**config.mk**
```make
export PLATFORM = sky130hd
export DESIGN_NAME = fir_mac_engine
export DESIGN_NICKNAME = d
export VERILOG_FILES = /design/src/rtl/fir_mac_engine.sv
export SDC_FILE = /design/constraint.sdc
export NUM_CORES = 1
export LEC_CHECK = 0
export ABC_CLOCK_PERIOD_IN_PS = 7800
export CORE_MARGIN = 1.5
export CORE_UTILIZATION = 45
export CTS_BUF_LIST = sky130_fd_sc_hd__clkbuf_4 sky130_fd_sc_hd__clkbuf_8 sky130_fd_sc_hd__clkbuf_16
export CTS_CLUSTER_DIAMETER = 40
export DETAILED_ROUTE_END_ITERATION = 8
export SYNTH_ARGS = -nofsm -noshare
export SYNTH_HDL_FRONTEND = slang
export SYNTH_SLANG_ARGS = --single-unit
```
**constraint.sdc**
```tcl
create_clock -name clkIn -period 7.8 [get_ports clkIn]
set_input_delay 0.78 -clock clkIn [delete_from_list [all_inputs] [get_ports clkIn]]
set_output_delay 0.78 -clock clkIn [all_outputs]
set_load 0.02 [all_outputs]
```
**src/rtl/fir_mac_engine.sv**
```systemverilog
// -----------------------------------------------------------------------------
// fir_mac_engine
//
// Single-multiplier FIR datapath. Each accepted sample strobe writes the sample
// into a circular delay line, then walks all taps one per cycle, multiplying
// x[n-k] by coefficient k fetched from an external registered ROM (one cycle
// read latency). The accumulator is rounded half up, arithmetically shifted
// right by SHIFT and saturated to DATA_W bits to form one output sample.
//
// Ports:
//   clkIn          clock, all logic on the rising edge
//   nResetIn       asynchronous active-low reset
//   sampleValidIn  one-cycle strobe, sample present on sampleIn
//   sampleIn       signed input sample
//   coefAddrOut    registered coefficient ROM address
//   coefIn         signed ROM data, valid one cycle after its address
//   busyOut        high while a computation is in progress
//   resultOut      signed filtered sample, held between updates
//   resultValidOut one-cycle pulse, resultOut updated
//   droppedOut     one-cycle pulse, a strobe arrived while busy
// -----------------------------------------------------------------------------
module fir_mac_engine #(
   parameter int TAPS   = 8,
   parameter int DATA_W = 16,
   parameter int COEF_W = 16,
   parameter int ACC_W  = 40,
   parameter int SHIFT  = 15
) (
   input  logic                     clkIn,
   input  logic                     nResetIn,
   input  logic                     sampleValidIn,
   input  logic signed [DATA_W-1:0] sampleIn,
   output logic [$clog2(TAPS)-1:0]  coefAddrOut,
   input  logic signed [COEF_W-1:0] coefIn,
   output logic                     busyOut,
   output logic signed [DATA_W-1:0] resultOut,
   output logic                     resultValidOut,
   output logic                     droppedOut
);

   localparam int AW = $clog2(TAPS);
   localparam int PW = DATA_W + COEF_W;
   // One guard bit so adding the rounding bias can never wrap the sum.
   localparam int RW = ACC_W + 1;

   localparam logic signed [RW-1:0] ROUND_BIAS = RW'(1) << (SHIFT - 1);
   localparam logic signed [RW-1:0] SAT_MAX    = (RW'(1) << (DATA_W - 1)) - RW'(1);
   localparam logic signed [RW-1:0] SAT_MIN    = ~SAT_MAX;

   typedef enum logic [1:0] {
      IDLE,
      MAC,
      DONE
   } state_t;

   state_t                    state;
   logic signed [DATA_W-1:0]  delay_line [TAPS];
   logic [AW-1:0]             wr_ptr;
   // Starts at the newest sample and walks backwards: tap k reads x[n-k].
   logic [AW-1:0]             rd_ptr;
   // Counts MAC cycles; cycle 0 only primes the ROM, cycles 1..TAPS accumulate.
   logic [AW:0]               mac_cnt;
   logic signed [ACC_W-1:0]   acc;

   logic signed [PW-1:0]      product;
   logic signed [ACC_W-1:0]   product_ext;
   logic signed [RW-1:0]      rounded;
   logic signed [RW-1:0]      shifted;
   logic signed [DATA_W-1:0]  sat_result;

   // Full-precision signed product, sign-extended into the accumulator width.
   assign product     = PW'(coefIn) * PW'(delay_line[rd_ptr]);
   assign product_ext = ACC_W'(product);

   always_comb begin
      // NOTE: every output of a combinational block gets a default first so no
      // path leaves it unassigned and infers a latch.
      sat_result = '0;
      rounded    = RW'(acc) + ROUND_BIAS;
      shifted    = rounded >>> SHIFT;
      if (shifted > SAT_MAX) begin
         sat_result = SAT_MAX[DATA_W-1:0];
      end else if (shifted < SAT_MIN) begin
         sat_result = SAT_MIN[DATA_W-1:0];
      end else begin
         sat_result = shifted[DATA_W-1:0];
      end
   end

   // NOTE: all state is updated with non-blocking assignments so every register
   // samples pre-edge values regardless of statement order.
   always_ff @(posedge clkIn or negedge nResetIn) begin
      if (!nResetIn) begin
         state          <= IDLE;
         // NOTE: the delay line is deliberately cleared on reset so the first
         // outputs after reset see zero history instead of stale samples.
         for (int i = 0; i < TAPS; i++) begin
            delay_line[i] <= '0;
         end
         wr_ptr         <= '0;
         rd_ptr         <= '0;
         mac_cnt        <= '0;
         acc            <= '0;
         coefAddrOut    <= '0;
         resultOut      <= '0;
         resultValidOut <= 1'b0;
         busyOut        <= 1'b0;
         droppedOut     <= 1'b0;
      end else begin
         resultValidOut <= 1'b0;
         // Any strobe outside IDLE, including the DONE cycle, is discarded.
         droppedOut     <= sampleValidIn && (state != IDLE);

         case (state)
            IDLE: begin
               if (sampleValidIn) begin
                  delay_line[wr_ptr] <= sampleIn;
                  rd_ptr             <= wr_ptr;
                  wr_ptr             <= wr_ptr + 1'b1;
                  acc                <= '0;
                  mac_cnt            <= '0;
                  coefAddrOut        <= '0;
                  busyOut            <= 1'b1;
                  state              <= MAC;
               end
            end

            MAC: begin
               // Address runs one cycle ahead of the data it selects and then
               // parks on the last tap.
               if (coefAddrOut != AW'(TAPS - 1)) begin
                  coefAddrOut <= coefAddrOut + 1'b1;
               end
               if (mac_cnt != '0) begin
                  acc    <= acc + product_ext;
                  rd_ptr <= rd_ptr - 1'b1;
               end
               if (mac_cnt == (AW + 1)'(TAPS)) begin
                  state <= DONE;
               end
               mac_cnt <= mac_cnt + 1'b1;
            end

            DONE: begin
               resultOut      <= sat_result;
               resultValidOut <= 1'b1;
               busyOut        <= 1'b0;
               state          <= IDLE;
            end

            default: begin
               state <= IDLE;
            end
         endcase
      end
   end

endmodule

```
==> results.ini, run 1 <==
[yosys]
ys_seq_area_frac = 0.2336
yosysWarnings = 0
yosysUniqueCellTypes = 66
synth_top_area_share = 0.3053
synth_area_um2 = 21640
yosys.area.top_type = fa_1
ys_ff_latch = 202
synthCells = 2072
synth_top_cells_by_area = fa_1, dfrtp_1, mux2_2
synth_fp_nets = 2559
synth_top_flop_cell = dfrtp_1
synth_edf_count = 0
syn_area_per_cell_um2 = 10.44
synthArstFlopShare = 1.000

[final_layout]
layout.nets = 2681
layout.cells.non_filler = 2831
area_growth_pct = 14.12
layout-drive-gt1-share = 0.1725

[worst_setup_path]
max_stage_delay_ns = 0.55
start_kind = flip-flop
worstPathMaxFanout = 8
critPathKind = reg2reg
path_delay_family = adder cells
cp-end-kind = flip-flop
path_buf_inv = 10
worst-endpoint-arrival_ns = 7.96
cp_slowest_cell = fa_1
r2r_slack_ns = 0.25
worst_ep_required_time_ns = 8.21
cpMostUsedCell = fa_1

[status]
status = completed

[min_path]
min_path_type = in2async

[global_route]
gr-total-overflow = 0
grt_pass1_vias = 16560
grtUsageTotal = 0.2256
antenna_found_initial = 2
grt_pass1_wl_um = 88960
grt_max_degree = 97

[sta]
period_share = 0.9675
max_freq_mhz = 132.5
rsz0062_at_grt = false
slew_headroom = 0.1998
slew_violations = 0
final.setup_skew_ns = 0.03317
tightest_slew_ns = 1.197
setup_viol = 0
post-route-min-period_ns = 7.547
finalHoldViolations = 0

[clocking]
cts_sinks = 202
cts_made_buffers = 27
cts.path.max_buffers = 3
clockRootBuffer = clkbuf_16
clk_pin_slew_ns = 0.06
clk_latency_ns = 0.55
cts_hold_buf = 0
cts_tree = yes
cts_max_level = 1

[placement]
dpl.hpwl_um = 40960
port_buffers = 56
globalplace.congestion = 0.8531
dp_cells = 2767

[route]
dr.pass1.iters = 5
wl_per_cell_um = 18.60
postRouteAntennaNets = 0
drt-total-wl_um = 52660
vias = 14890
drt_iter0_drc = 803
viasPerCell = 5.260
drc = 0

[die]
start_util = 0.4551
fp.dieArea_um2 = 49400
dieWidth_um = 222.3
rows = 80
die_h_um = 222.3
ios = 57
coreArea_um2 = 47550

[flow_run]
maxCapViolCount = 0

## cell type report
| class | count | area [um^2] |
|---|---|---|
| well taps | 615 | 769.5 |
| flip-flops and latches | 202 | 5059 |
| clock buffers | 30 | 704.4 |
| fillers | 4204 | 22850 |
| inverters | 413 | 1554 |
| repair buffers | 172 | 1543 |
| diodes | 1 | 2.502 |
| clock inverters | 20 | 200.2 |
| multi-input cells | 1378 | 14860 |
## registers in the layout, summed over array words and instances, names as in the netlist
register,flops
rd_ptr,3
state,2
acc,40
mac_cnt,4
coefAddrOut,3
wr_ptr,3
busyOut,1
resultValidOut,1
droppedOut,1
delay_line,128
resultOut,16
## synth_stat cells, types with 4 or more instances
cell      count
inv_1       412
fa_1        330
dfrtp_1     202
nand2_1     195
mux2_2      141
ha_1        122
clkbuf_1     67
and2_1       63
nor2b_1      62
o21ai_0      60
nor2_1       58
nand3_1      50
a21oi_1      39
xnor2_1      36
mux4_2       32
xor2_1       21
nand2b_1     15
and3_1       14
nor3_1       14
a211oi_1     12
a21o_1       11
a21oi_2      10
a31oi_1       9
nand4_1       9
o31ai_1       8
buf_2         7
and4_1        5
mux2i_1       5
o211ai_1      4
o21a_1        4
## worst register-to-register path, delay by kind of cell, from the launching register on
kind	cells	cell delay (ns)
buffers and inverters	10	1.21
AO/OA/AOI/OAI	7	1.68
multiplexers	2	0.65
adder cells (fa/ha/maj)	7	3.13
flip-flops	1	0.50
AND/OR/NAND/NOR	2	0.27
## placed cells by master (no fill, tap or decap), types with 8 or more instances in the layout
cell,count
inv_1,410
a21oi_1,38
dfrtp_1,201
clkbuf_16,27
nand2b_1,15
nand4_1,9
buf_4,103
nand3_1,50
a21oi_2,11
a21o_1,11
nor2b_1,62
nand2_1,194
fa_1,326
a211oi_1,12
a31oi_1,8
xor2_1,21
ha_1,120
nor3_1,12
nor2_1,57
mux2_4,10
mux2_2,131
and3_1,14
mux4_2,32
and2_1,62
clkdlybuf4s50_1,55
xnor2_1,36
o21ai_0,56
## final timing paths
kind,startpoint,endpoint,depth (start not counted)
max,rd_ptr[0]$_DFFE_PN0P_,acc[31]$_DFFE_PN0P_,28
min,nResetIn,delay_line[116]$_DFFE_PN0P_,1
max reg2reg,rd_ptr[0]$_DFFE_PN0P_,acc[31]$_DFFE_PN0P_,28
min reg2reg,delay_line[92]$_DFFE_PN0P_,delay_line[92]$_DFFE_PN0P_,1
max in group asynchronous,nResetIn,delay_line[59]$_DFFE_PN0P_,3
min in group clkIn,delay_line[92]$_DFFE_PN0P_,delay_line[92]$_DFFE_PN0P_,1
## what timing repair did
action,CTS,global route
hold endpoints to repair,0,0
pin swaps,0,13
buffers inserted,4,8
setup endpoints to repair,4,17
cloned,0,1
gates resized for setup,2,36
## kinds of logic (layout without fill, tap and decap cells)
group                      count (synthesis)  count (layout)  share of synthesized area
AOI/OAI and AO/OA                        188             188                    0.05685
xor gates and xnor gates                  57              57                    0.02307
adders and majority gates                452             452                     0.3759
buffers and inverters                    492             635                    0.08646
DFF                                      202             202                     0.2336
muxes                                    179             179                     0.1096
other                                      0               1                          0
and+or+nand+nor                          502             502                     0.1144
## stage by stage
stage | cell area, um^2 | hold slack (ns) | TNS [ns] | utilization | setup slack [ns]
after floorplan | 21640 | 0.4551 | 0 | - | 0.04678
after global placement | 23520 | 0.4821 | 0 | 0.4946 | 0.08020
after detailed placement | 23520 | 0.4887 | -0.06828 | 0.4946 | -0.05511
after CTS | 24480 | 0.3260 | 0 | 0.5150 | 0.08406
after global routing | 24690 | 0.3789 | 0 | 0.5193 | 0.007139
final | 24690 | 0.2925 | 0 | 0.5193 | 0.2533
## routing by layer
metal  wire length (um)  part of all wire  global-route usage
met1              24580              0.47              0.3283
met2              25040              0.48              0.3729
met3               2233             0.042             0.01719
met4                796             0.015             0.04463
met5                 13           0.00025                   0
Power of run 1 is not shown: default switching activity piles up to over one toggle a cycle in this logic, so the estimate is an artifact.
==> run 2, diff against run 1 <==
- ABC_AREA: not set -> 1
- CORE_UTILIZATION: 45 -> 58
- PLACE_DENSITY: not set -> 0.78
==> run 2 against run 1 <==
Routed wire length up 23%. Register-to-register slack improved by 0.07 ns. Worst setup slack improved by 0.074 ns. Synthesized cell count up 33%. Area after synthesis is 3.4% higher. Sequential share of layout area barely moved. Largest cell class unchanged. Die area is 20% lower. Non-clock buffer count shrank 46.
==> results.ini, run 2 <==
[global_route]
grt_max_degree = 75  ; was 97
grt_pass1_wl_um = 105400  ; was 88,960 um
grt_pass1_vias = 19690  ; was 16,560
gr-total-overflow = 0  ; unchanged
grtUsageTotal = 0.3475  ; was 0.2256
antenna_found_initial = 0  ; was 2

[sta]
tightest_slew_ns = 0.9538  ; was 1.197 ns
setup_viol = 0  ; unchanged
max_freq_mhz = 133.8  ; was 132.5 MHz
setup_tns_ns = 0  ; unchanged
finalHoldViolations = 0  ; unchanged
slew_headroom = 0.3618  ; was 0.1998
slew_violations = 0  ; unchanged
rsz0062_at_grt = false  ; unchanged
final.setup_skew_ns = 0.02140  ; was 0.03317 ns
post-route-min-period_ns = 7.473  ; was 7.547 ns
period_share = 0.9580  ; was 0.9675

[yosys]
ys_ff_latch = 202  ; unchanged
syn_area_per_cell_um2 = 8.099  ; was 10.44 um^2
synthAdderAreaFrac = 0.3637  ; was 0.3759
synth_top_area_share = 0.2954  ; was 0.3053
synth_top_family_by_area = adder cells  ; unchanged
synthCells = 2761  ; was 2,072
synthMuxAreaShare = 0  ; was 0.1096
yosysMostFrequentCell = inv_1  ; unchanged
synth_xor_area_frac = 0.009400  ; was 0.02307
synth-compound-area-share = 0.1092  ; was 0.05685
synth_fp_nets = 3248  ; was 2,559
synth_area_um2 = 22360  ; was 21,640 um^2
synth_top_cells_by_area = fa_1, dfrtp_1, inv_1  ; was fa_1, dfrtp_1, mux2_2
yosys.area.top_type = fa_1  ; unchanged
yosysWarnings = 0  ; unchanged
yosys-top-cells-count = inv_1, nand2_1, fa_1, nor2_1, o21ai_0  ; was inv_1, fa_1, dfrtp_1, nand2_1, mux2_2
ys_seq_area_frac = 0.2261  ; was 0.2336
yosysUniqueCellTypes = 46  ; was 66
synthArstFlopShare = 1.000  ; unchanged
synth_edf_count = 0  ; unchanged
yosys.area_share.simple = 0.1780  ; was 0.1144
synth_top_flop_cell = dfrtp_1  ; unchanged

[route]
drc = 0  ; unchanged
drt-total-wl_um = 64910  ; was 52,660 um
postRouteAntennaNets = 0  ; unchanged
wl_per_cell_um = 19.31  ; was 18.60 um
vias = 18750  ; was 14,890
dr.pass1.iters = 6  ; was 5
viasPerCell = 5.577  ; was 5.260
drt_iter0_drc = 1491  ; was 803

[clocking]
cts_sinks = 202  ; unchanged
cts_hold_buf = 0  ; unchanged
clockRootBuffer = clkbuf_16  ; unchanged
cts_tree = yes  ; unchanged
cts_made_buffers = 27  ; unchanged
cts_max_level = 1  ; unchanged
cts.path.max_buffers = 3  ; unchanged
clk_pin_slew_ns = 0.06  ; about the same
clk_latency_ns = 0.55  ; about the same

[worst_setup_path]
cpMostUsedCell = inv_1  ; was fa_1
rr_endpoint = acc[37]$_DFFE_PN0P_  ; was acc[31]$_DFFE_PN0P_
r2r_slack_ns = 0.33  ; was 0.25 ns
worst-endpoint-arrival_ns = 7.90  ; was 7.96 ns
crit_start = rd_ptr[0]$_DFFE_PN0P_  ; unchanged
r2r_cells = 31  ; was 28
cp-end-kind = flip-flop  ; unchanged
worst_ep_required_time_ns = 8.22  ; was 8.21 ns
worstPathMaxFanout = 18  ; was 8
rr_startpoint = rd_ptr[0]$_DFFE_PN0P_  ; unchanged
critPathKind = reg2reg  ; unchanged
start_kind = flip-flop  ; unchanged
cp_slowest_cell = fa_1  ; unchanged
max_stage_delay_ns = 0.58  ; was 0.55 ns

[die]
fp.dieArea_um2 = 39740  ; was 49,400 um^2
start_util = 0.5909  ; was 0.4551
rows = 71  ; was 80
dieWidth_um = 199.4  ; was 222.3 um
ios = 57  ; unchanged
die_h_um = 199.4  ; was 222.3 um
coreArea_um2 = 37840  ; was 47,550 um^2

[status]
status = completed  ; unchanged

[final_layout]
n_fill_cell = 3286  ; was 4,204
area_growth_pct = 10.42  ; was 14.12%
layout.nets = 3318  ; was 2,681
largest_register_ffs = 128  ; unchanged
n_antenna_cell = 0  ; was 1
layout-drive-gt1-share = 0.06349  ; was 0.1725
multiInputGateArea_um2 = 14790  ; was 14,860 um^2
top_register = delay_line  ; unchanged
layout_commonest_cell = inv_1  ; unchanged
layout_common_cells = inv_1, nand2_1, fa_1  ; was inv_1, fa_1, dfrtp_1
reg_top3 = delay_line (128), acc (40), resultOut (16)  ; unchanged
regArea_um2 = 5057  ; was 5059 um^2

[flow_run]
maxCapViolCount = 0  ; unchanged

[placement]
port_buffers = 56  ; unchanged
dpl.hpwl_um = 52110  ; was 40,960 um
globalplace.congestion = 1.035  ; was 0.8531

[min_path]
min_path_type = in2async  ; unchanged

run 2: logic make-up after synthesis:
logic type                 Yosys count
xor gates and xnor gates            24
AOI/OAI and AO/OA                  440
adders and majority gates          452
DFF                                202
and+or+nand+nor                    979
buffers and inverters              664
run 2: what timing repair did:
item	4_1_cts	5_1_grt
hold endpoints to repair	0	0
setup buffers	0	5
gates resized for setup	0	9
endpoints found under the setup margin	0	8
run 2: worst max-delay path by stage:
stage | endpoint | slack, ns | cells past startpoint
6_report | acc[37]$_DFFE_PN0P_ | 0.33 | 31
5_1_grt | acc[37]$_DFFE_PN0P_ | 0.03 | 30
4_1_cts | acc[37]$_DFFE_PN0P_ | 0.36 | 28
3_5_place_dp | acc[37]$_DFFE_PN0P_ | 0.19 | 26
3_3_place_gp | acc[37]$_DFFE_PN0P_ | 0.09 | 26
2_1_floorplan | acc[38]$_DFFE_PN0P_ | 1.16 | 30
run 2: final cells by class:
type | instances | area share
Multi-Input combinational cell | 1895 | 0.5990
Inverter | 579 | 0.08832
Clock inverter | 17 | 0.007398
Clock buffer | 32 | 0.02990
Timing Repair Buffer | 126 | 0.04464
Tap cell | 511 | 0.02589
Sequential cell | 202 | 0.2048
run 2: critical path, delay by kind of cell, from the launching register on:
kind | cells | cell delay [ns]
DFF | 1 | 0.42
buffers and inverters | 11 | 1.44
adders and majority gates | 7 | 3.52
AOI/OAI and AO/OA | 4 | 0.44
and+or+nand+nor | 9 | 1.50
run 2: per-layer routing:
| metal | part of all wire | up-vias | GRT usage |
|---|---|---|---|
| met3 | 0.080 | 169 | 0.05384 |
| met5 | 0 | - | 0 |
| li1 | - | 8579 | - |
| met4 | 0.043 | 0 | 0.1390 |
| met1 | 0.41 | 9212 | 0.4660 |
| met2 | 0.47 | 790 | 0.5691 |
run 2: per-stage QoR:
step	std cells	utilization	setup WS (ns)	hold WS, ns	area (um^2)
2_1_floorplan	2761	-	1.162	0.4478	22360
3_3_place_gp	3308	0.6265	0.09296	0.4605	23710
3_5_place_dp	3308	0.6265	0.1883	0.4679	23710
4_1_cts	3357	0.6508	0.3595	0.2590	24630
5_1_grt	3362	0.6525	0.03148	0.2896	24690
6_report	3362	0.6525	0.3274	0.2355	24690
Power of run 2 is left out for the same reason.
